### src/rtl/fsm_job_sched.sv
// Round-robin scheduler sharing one byte-stream engine among NREQ requesters.
// Streams each latched job word into the engine and recovers it via a watchdog reset.
module fsm_job_sched #(
  parameter int NREQ    = 4,
  parameter int TIMEOUT = 16
) (
  input  logic                   clk,
  input  logic                   rst,
  input  logic [NREQ-1:0]        req,
  input  logic [32*NREQ-1:0]     req_data,
  output logic [NREQ-1:0]        gnt,
  output logic                   rsp_valid,
  output logic [2:0]             rsp_id,
  output logic [7:0]             rsp_data,
  output logic                   rsp_err,
  output logic                   busy,
  output logic                   eng_start,
  output logic [7:0]             eng_data_in,
  output logic                   eng_rst_n,
  input  logic [7:0]             eng_data_out,
  input  logic                   eng_done
);

  typedef enum logic [2:0] {IDLE, ISSUE, RUN, RESP, RECOVER} state_t;

  localparam logic [7:0] LAST_CNT = 8'(TIMEOUT - 1);
  localparam logic [2:0] LAST_ID  = 3'(NREQ - 1);

  state_t      state_q;
  logic [2:0]  ptr_q;
  logic [2:0]  id_q;
  logic [1:0]  idx_q;
  logic [7:0]  cnt_q;
  logic [31:0] job_q;

  logic [NREQ-1:0] gnt_q;
  logic            rsp_valid_q;
  logic [2:0]      rsp_id_q;
  logic [7:0]      rsp_data_q;
  logic            rsp_err_q;
  logic            busy_q;
  logic            eng_start_q;
  logic [7:0]      eng_data_in_q;
  logic            eng_rst_n_q;

  logic            pick_vld_d;
  logic [2:0]      pick_id_d;
  logic [7:0]      pick_oh_d;
  logic [7:0]      req_pad_d;
  logic [3:0]      cand_d;
  logic [31:0]     job_sel_d;

  function automatic logic [7:0] job_byte(input logic [31:0] w, input logic [1:0] i);
    case (i)
      2'd0:    return w[7:0];
      2'd1:    return w[15:8];
      2'd2:    return w[23:16];
      default: return w[31:24];
    endcase
  endfunction

  // Scanning downward lets the nearest set bit at or after the pointer win.
  always_comb begin
    pick_vld_d = 1'b0;
    pick_id_d  = '0;
    pick_oh_d  = '0;
    cand_d     = '0;
    req_pad_d  = 8'(req);
    for (int j = NREQ - 1; j >= 0; j--) begin
      cand_d = {1'b0, ptr_q} + 4'(j);
      if (cand_d >= 4'(NREQ)) cand_d = cand_d - 4'(NREQ);
      if (req_pad_d[cand_d[2:0]]) begin
        pick_vld_d = 1'b1;
        pick_id_d  = cand_d[2:0];
      end
    end
    if (pick_vld_d) pick_oh_d[pick_id_d] = 1'b1;
  end

  always_comb begin
    job_sel_d = '0;
    for (int i = 0; i < NREQ; i++) begin
      if (pick_id_d == 3'(i)) job_sel_d = req_data[32*i +: 32];
    end
  end

  // Job word is pure data and needs no reset.
  always_ff @(posedge clk) begin
    if (state_q == IDLE && pick_vld_d) job_q <= job_sel_d;
  end

  always_ff @(posedge clk or posedge rst) begin
    if (rst) begin
      state_q       <= IDLE;
      ptr_q         <= '0;
      id_q          <= '0;
      idx_q         <= '0;
      cnt_q         <= '0;
      gnt_q         <= '0;
      rsp_valid_q   <= 1'b0;
      rsp_id_q      <= '0;
      rsp_data_q    <= '0;
      rsp_err_q     <= 1'b0;
      busy_q        <= 1'b0;
      eng_start_q   <= 1'b0;
      eng_data_in_q <= '0;
      eng_rst_n_q   <= 1'b0;
    end else begin
      gnt_q       <= '0;
      rsp_valid_q <= 1'b0;
      eng_start_q <= 1'b0;
      eng_rst_n_q <= 1'b1;
      case (state_q)
        IDLE: begin
          eng_data_in_q <= '0;
          if (pick_vld_d) begin
            gnt_q   <= pick_oh_d[NREQ-1:0];
            id_q    <= pick_id_d;
            busy_q  <= 1'b1;
            state_q <= ISSUE;
          end
        end
        ISSUE: begin
          eng_start_q   <= 1'b1;
          eng_data_in_q <= job_byte(job_q, 2'd0);
          idx_q         <= 2'd1;
          cnt_q         <= '0;
          busy_q        <= 1'b1;
          state_q       <= RUN;
        end
        RUN: begin
          eng_data_in_q <= job_byte(job_q, idx_q);
          idx_q         <= idx_q + 2'd1;
          cnt_q         <= cnt_q + 8'd1;
          // Done is tested first so it wins a tie with the watchdog.
          if (eng_done) begin
            rsp_data_q <= eng_data_out;
            rsp_err_q  <= 1'b0;
            state_q    <= RESP;
          end else if (cnt_q == LAST_CNT) begin
            state_q <= RECOVER;
          end
        end
        RECOVER: begin
          eng_rst_n_q   <= 1'b0;
          eng_data_in_q <= '0;
          rsp_data_q    <= '0;
          rsp_err_q     <= 1'b1;
          state_q       <= RESP;
        end
        RESP: begin
          rsp_valid_q <= 1'b1;
          rsp_id_q    <= id_q;
          busy_q      <= 1'b0;
          ptr_q       <= (id_q == LAST_ID) ? 3'd0 : id_q + 3'd1;
          state_q     <= IDLE;
        end
        default: state_q <= IDLE;
      endcase
    end
  end

  assign gnt         = gnt_q;
  assign rsp_valid   = rsp_valid_q;
  assign rsp_id      = rsp_id_q;
  assign rsp_data    = rsp_data_q;
  assign rsp_err     = rsp_err_q;
  assign busy        = busy_q;
  assign eng_start   = eng_start_q;
  assign eng_data_in = eng_data_in_q;
  assign eng_rst_n   = eng_rst_n_q;

endmodule

### config.mk
export PLATFORM = sky130hd
export DESIGN_NAME = fsm_job_sched
export DESIGN_NICKNAME = d
export VERILOG_FILES = /design/src/rtl/fsm_job_sched.sv
export SDC_FILE = /design/constraint.sdc
export NUM_CORES = 1
export LEC_CHECK = 0
export BUFFER_PORTS_ARGS = -buffer_cell sky130_fd_sc_hd__clkbuf_2
export CORE_MARGIN = 5
export CORE_UTILIZATION = 25
export CTS_CLUSTER_SIZE = 16
export DETAILED_ROUTE_END_ITERATION = 8
export PLACE_DENSITY_LB_ADDON = 0.08
export SETUP_SLACK_MARGIN = 0.02
export SLEW_MARGIN = 20
export SYNTH_ARGS = -nofsm -noshare
export SYNTH_HDL_FRONTEND = slang
export SYNTH_SLANG_ARGS = --single-unit
### constraint.sdc
create_clock -name clk -period 4.3 [get_ports clk]
set_input_delay 0.215 -clock clk [delete_from_list [all_inputs] [get_ports clk]]
set_output_delay 0.215 -clock clk [all_outputs]
set_load 0.1 [all_outputs]
* After elaboration in Yosys (flattened, before gate mapping)
Index checks and enable logic that the tools add are counted.
** Cells by class
- Multiplexer cells :: 46
- $add $sub $neg :: 10
- Reductions and logical operators :: 14
- Equality and inequality tests :: 14
- Magnitude comparators :: 10
** Operators by type and width (number)
- $mux 32 :: 4
- $pmux 8 s3 :: 2
- $mux 3 :: 12
- $pmux 8 s2 :: 2
- $lt 3x4->1 const B :: 5
- $eq 3x2->1 const B :: 5
- $mux 1 :: 14
- $bmux 1 s3 :: 4
- $ge 4x3->1 const B :: 3
- $pmux 3 s4 :: 1
- $sub 3x3->3 const B :: 4
- $add 3x2->4 const B :: 2
- $add 8x1->8 const B :: 1
- $eq 8x4->1 const B :: 1
- $mux 4 :: 2
- $mux 8 :: 1
- $reduce_and 2->1 :: 4
- $eq 3x1->1 const B :: 2
- $logic_not 3->1 :: 2
- $reduce_bool 3->1 :: 2
- $add 3x1->4 const B :: 1
- $ne 2x2->1 const B :: 2
- $pmux 2 s2 :: 1
- $reduce_bool 2->1 :: 2
- 14 further kinds :: 15
** Storage, ports and cells
- Input bits :: 143
- Word-level logic and storage cells :: 109
- Register bits :: 79

* Depth between registers and ports, before layout
- Word-level depth :: 15
- Depth in mapped cells :: 11

* Least setup slack after synthesis
No wires, ideal clock.
- Path type :: reg2reg
- Start point :: register ptr_q[0]
- End point :: register gnt_q[1] (netlist: gnt[1])
- Setup slack :: 0.826 ns
- Setup time :: 0.082 ns
- Required time :: 4.218 ns
- Arrival :: 3.392 ns
- Cell stages (with the launch flop) :: 10
- Cells stage by stage :: dfrtp_1 -> buf_6 -> inv_1 -> ha_1 -> mux2i_1 -> o21ai_1 -> a211oi_2 -> nor3_2 -> o21ai_0 -> nor2_1
** On the way
- Longest elaborated chain between the ends :: 15
- Elaborated cells on any way between the ends :: 38
- Those cells by class :: add/sub (7); order compare (6); mux (24); reduce/logical (1)
** Ends and longest elaborated chain
- start, declared :: line 30 : logic [2:0] ptr_q;
- start signal, assigned :: line 155 : ptr_q <= (id_q == LAST_ID) ? 3'd0 : id_q + 3'd1;
- $add 3x2->4 :: line 70 : cand_d = {1'b0, ptr_q} + 4'(j);
- $ge 4x3->1 / $sub 3x3->3 (equally long branches) :: line 71 : if (cand_d >= 4'(NREQ)) cand_d = cand_d - 4'(NREQ);
- $mux 3 :: line 71
- $bmux 1 s3 :: line 72 : if (req_pad_d[cand_d[2:0]]) begin
- $mux 1 (implied by the code) :: line 72
- $mux 3 (4 in a row) :: line 72
- $lt 3x4->1 (implied by the code) / $ge 3x1->1 (equally long branches) :: line 77 : if (pick_vld_d) pick_oh_d[pick_id_d] = 1'b1;
- $logic_and 1x1->1 (implied by the code) :: line 77
- $mux 1 (implied by the code) :: line 77
- $demux 1 s3 :: line 77
- $mux 4 (*) :: line 116 : if (pick_vld_d) begin
- $mux 4 (*) :: line 113 : case (state_q)
- end signal, assigned :: line 117 : gnt_q <= pick_oh_d[NREQ-1:0];
- end, declared :: line 36 : logic [NREQ-1:0] gnt_q;
Mark *: on every way between the ends. The rest lies on a longest branch, timed or not. The select of a mux whose other input is x is not followed.
A chain may end at the register's enable or synchronous reset.

* Worst setup path after layout
- Start point :: register ptr_q[0]
- End point :: register job_q[14], data pin
** On the way
- Longest elaborated chain between the ends :: 14
- Elaborated cells on any way between the ends :: 35
- Those cells by class :: add/sub (7); order compare (4); eq/ne (3); mux (20); reduce/logical (1)
** Ends and longest elaborated chain
- $add 3x2->4 :: line 70
- $ge 4x3->1 / $sub 3x3->3 (equally long branches) :: line 71
- $mux 3 :: line 71
- $bmux 1 s3 :: line 72
- $mux 1 (implied by the code) :: line 72
- $mux 3 (3 in a row) :: line 72
- $mux 3 (*) :: line 72
- $logic_not 3->1 :: line 83 : if (pick_id_d == 3'(i)) job_sel_d = req_data[32*i +: 32];
- $mux 32 (3 in a row) :: line 83
- $mux 32 (*) :: line 83
- net job_sel_d[14] :: line 51 : logic [31:0] job_sel_d;
- end signal, assigned :: line 89 : if (state_q == IDLE && pick_vld_d) job_q <= job_sel_d;
- end, declared :: line 34 : logic [31:0] job_q;
The timed path passes the listed nets; every way through them passes the cells marked *. The select of a mux whose other input is x is not followed.

==> run summary <==
The distinct cell type count of the synthesized netlist is 50. The final critical-path required period came out at 3.41 ns. The most common cell in the synthesized netlist is nand2_1.

The top routing layer in use is met4. Setup violations remaining at the end of the flow were counted as 0. The worst setup path is launched from a flip-flop. The final count of pins violating max slew came out at 0. The row count is 49.

The number of hold buffers added after CTS was 0. The highest-delay cell along the critical path is dfrtp_1. The total of buffers placed on input and output ports came out at 170. Summing all flip-flop and latch instances after layout gives 2140 um2. The relative contribution of combinational cells to total power is 58.3%.

At the later pin of the worst-skew pair, clock insertion delay measures 0.35 ns. The clock buffer count from CTS came out at 9. The internal portion of the total power is 2620 uW. The pin count of the biggest net entering global routing came out at 66. The required arrival time at the worst endpoint is 4.48 ns. The last weighted congestion value of the routability-driven placer came out at 0.828. The fraction of registers with async set/reset is 59.5%. The wire length of the first global-routing pass is 25,300 um. The detail-routed net length per standard cell came out at 18.1 um. The worst reg2reg path depth came out at 9. In this run the worst path has a maximum fanout of 35. CTS placed an instance of clkbuf_16 at the clock tree root.

Ranked by instance count, the synthesized netlist is headed by nand2_1 (99), dfrtp_1 (47), nand3_1 (37). The detailed-route via count came out at 4,449. The arrival time reported for the critical path endpoint is 3.59 ns. The part of the total power dissipated in the clock network came out at 13.7%. The total count of hold-check failures in the final report came out at 0. The setup TNS came out at 0 ns. The area growth from synthesis to final layout came out at 27.1%. The finished cells cover 5850 um2. The worst hold path belongs to the class in2async. The met2 wire length is 7070 um. The fill cell total of the finished layout is 1,927. The die extent in y came out at 146 um. The largest total area in the synthesized netlist belongs to dfrtp_1. Setup repair after global routing left no endpoint under its margin.

The routed wire length came out at 15,700 um. The cell occurring most often along the worst timing path is a31oi_1. The first-pass iteration count of the detailed router is 5. The number of cells on the critical path came out at 9.

The post-CTS setup-driven buffer insertion count came out at 0. During synthesis, Yosys emitted a total of 0 warnings. The count of buffering cells on the critical path with inverters included is 2. The proportion of netlist area held by the largest area contributor came out at 25.6%. TritonCTS built the clock tree. Tracing the worst setup path back leads to its startpoint at ptr_q[0]. The post-detailed-route DRC marker count came out at 0. The CTS sink count is 79. The post-CTS resize count is 0. The synthesized area divided by synthesized cell count came out at 9.35 um2.

The worst voltage drop across the vdd grid is 0.520 mV. The core region is 18,000 um2. The power density over cell area came out at 929 nW/um2.

The number of antenna diodes in the final layout is 0. In this run the deepest clock path goes through 2 buffers. The switching power of the nets came out at 2810 uW. The final layout net count came out at 789.

Sorting the synthesized cells by area gives the leading types as dfrtp_1 (26%), edfxtp_1 (21%), nand2_1 (8.1%). Summing the sequential cell areas from Yosys gives 46.5% of the chip area. The width of the chip came out at 146 um. Wire segments on met3 add up to 974 um in the final route. In this run the cell area measured after placement is 5560 um2. The startpoint identified for the worst register-to-register timing path is ptr_q[0]. The delay of the slowest cell on the worst path is 0.65 ns. The run finished with clean final reports. The estimated wirelength of the detail-placed design came out at 11,900 um. The synthesized design contains 32 enable-type register cells.

The overall routing resource usage is 14.7%. The worst-case clock skew is 0.00570 ns. The number of synthesized register bits is 79.

The area of the die came out at 21,200 um2. The worst setup path category is reg2reg. The highest clock rate is 0.293 GHz. The number of max-cap violations is 0. The final cell utilization of the core is 32.4%. The capturing element type of the critical path is a flip-flop. Synthesis produced 492 cells. The total nets after synthesis is 643. The number of global-route vias before repair is 4,543. The measured slew at the worst slew-check pin came out at 0.854 ns. After clock tree synthesis, the clock-pin slew on the worst setup and hold paths is 0.06 ns.

The sequential share of power came out at 28.0%. In the routed layout, each cell is associated on average with a via count of 5.10. Traced cell by cell, the critical path runs through inv_1, ha_1, mux2i_1, o211ai_1, a31oi_1, nor2_4, buf_4, a31oi_1, a32oi_1.

The tightest hold margin is 0.00145 ns. The register-to-register setup slack is 0.89 ns. For this run the aggregate overflow at the end of global routing stands at 0. Of the available clock period, the critical path in the final layout requires 79.3%. The maximum level of the CTS H-tree is 3.

The area of the multi-input gates is 2150 um2. The initial standard-cell utilization of the core is 25.5%. Following the worst setup path forward leads to its endpoint at job_q[14]. In this run, the number of DRC markers left after iteration 0 of detailed routing was 322. Measured against its own limit, the worst slew margin works out to 43.0%. In the final routing, the length of wire on met1 measures 7290 um. The number of nets with antenna violations after detailed routing came out at 0. Cells with a size suffix above 1 make up 31.6% of the layout. The total standard cell area after synthesis came out at 4600 um2.

Grouping stages by cell kind, the critical path spends the most delay in compound AO/OA/AOI/OAI gates. The final total power came out at 5430 uW. The static leakage power is 0.00260 uW.

The initial antenna violation count came out at 0. 171 I/O pins were placed. Net switching is 51.7% of the power. The end of the worst register-to-register path is job_q[14]. The most used flip-flop cell after synthesis is dfrtp_1.
==> state kept, by name (all words and copies together) (netlist names) <==
signal       count
ptr_q            3
id_q             3
eng_rst_n        1
state_q          3
rsp_id           3
rsp_err          1
eng_start        1
rsp_valid        1
cnt_q            8
job_q           32
idx_q            2
gnt              4
busy             1
rsp_data         8
eng_data_in      8
==> metal layers <==
layer	vias up	GRT usage (%)
met1	2088	20.7
li1	2134	-
met3	24	3.27
met4	0	6.34
met2	203	21.8
met5	-	0
==> through the flow <==
step | std cells | setup WS [ns]
after detailed placement | 856 | 0.934
after floorplan | 492 | 0.826
after CTS | 872 | 0.910
after global routing | 872 | 0.591
after global placement | 856 | 1.04
final | 872 | 0.892
==> layout by cell type (no fill, tap or decap), types with 2 or more instances in the layout <==
cell / instances
a221oi_1: 2
o21ai_0: 34
a31oi_1: 34
clkbuf_2: 170
a22o_1: 3
o211ai_1: 4
clkbuf_16: 10
and3_1: 2
o31ai_1: 3
mux2_4: 2
mux4_2: 2
nand2_1: 98
nor2b_1: 4
edfxtp_1: 32
dfrtp_1: 47
o22ai_1: 8
nand3_1: 37
o21a_1: 2
nor2_1: 12
clkbuf_1: 5
and2_1: 3
mux2i_1: 13
a21oi_1: 11
inv_1: 19
nand2b_1: 2
or3_1: 3
a222oi_1: 8
ha_1: 8
buf_4: 8
a32oi_1: 33
==> worst register-to-register path: cells and delay by family, from the launching register on <==
family,cells,cell delay (ns)
and+or+nand+nor,1,0.65
buffers and inverters,2,0.62
adders and majority gates,1,0.44
AOI/OAI and AO/OA,4,0.69
muxes,1,0.19
DFF,1,0.65
==> kinds of logic (layout without fill, tap and decap cells) <==
logic type / count (synthesis) / in the layout / share of synthesized area, %
DFF: 79 / 79 / 46.5
buffers and inverters: 63 / 214 / 7.13
adders and majority gates: 8 / 8 / 2.18
muxes: 17 / 17 / 4.46
and+or+nand+nor: 173 / 173 / 16.6
AOI/OAI and AO/OA: 152 / 152 / 23.1
==> how the worst min path moves through the flow <==
stage	startpoint	endpoint	slack (ns)	cells after the start
2_1_floorplan	eng_data_out[0]	rsp_data[0]	0.33	2
3_3_place_gp	eng_data_out[4]	rsp_data[4]	0.42	3
3_5_place_dp	eng_data_out[4]	rsp_data[4]	0.42	3
4_1_cts	eng_data_out[4]	rsp_data[4]	0.06	3
5_1_grt	rst	ptr_q[2]	0.09	2
6_report	rst	rsp_data[1]	0.001	2
==> power by group through the flow <==
| stage | Clock, uW | Sequential, uW | Combinational (uW) |
|---|---|---|---|
| 6_report | 743 | 1520 | 3170 |
| 4_1_cts | 768 | 1530 | 3210 |
| 3_3_place_gp | 0 | 1550 | 3160 |
| 3_5_place_dp | 0 | 1540 | 3200 |
| 5_1_grt | 809 | 1560 | 3490 |
| 2_1_floorplan | 0 | 2170 | 1890 |
==> layout make-up <==
class	instances	area share (%)
multi-input combinational	350	36.8
timing repair buffer	178	15.6
sequential	79	36.6
inverter	20	1.31
clock buffer	16	4.84
tap	229	4.90
Note: power is estimated with default switching activity, not from simulation.
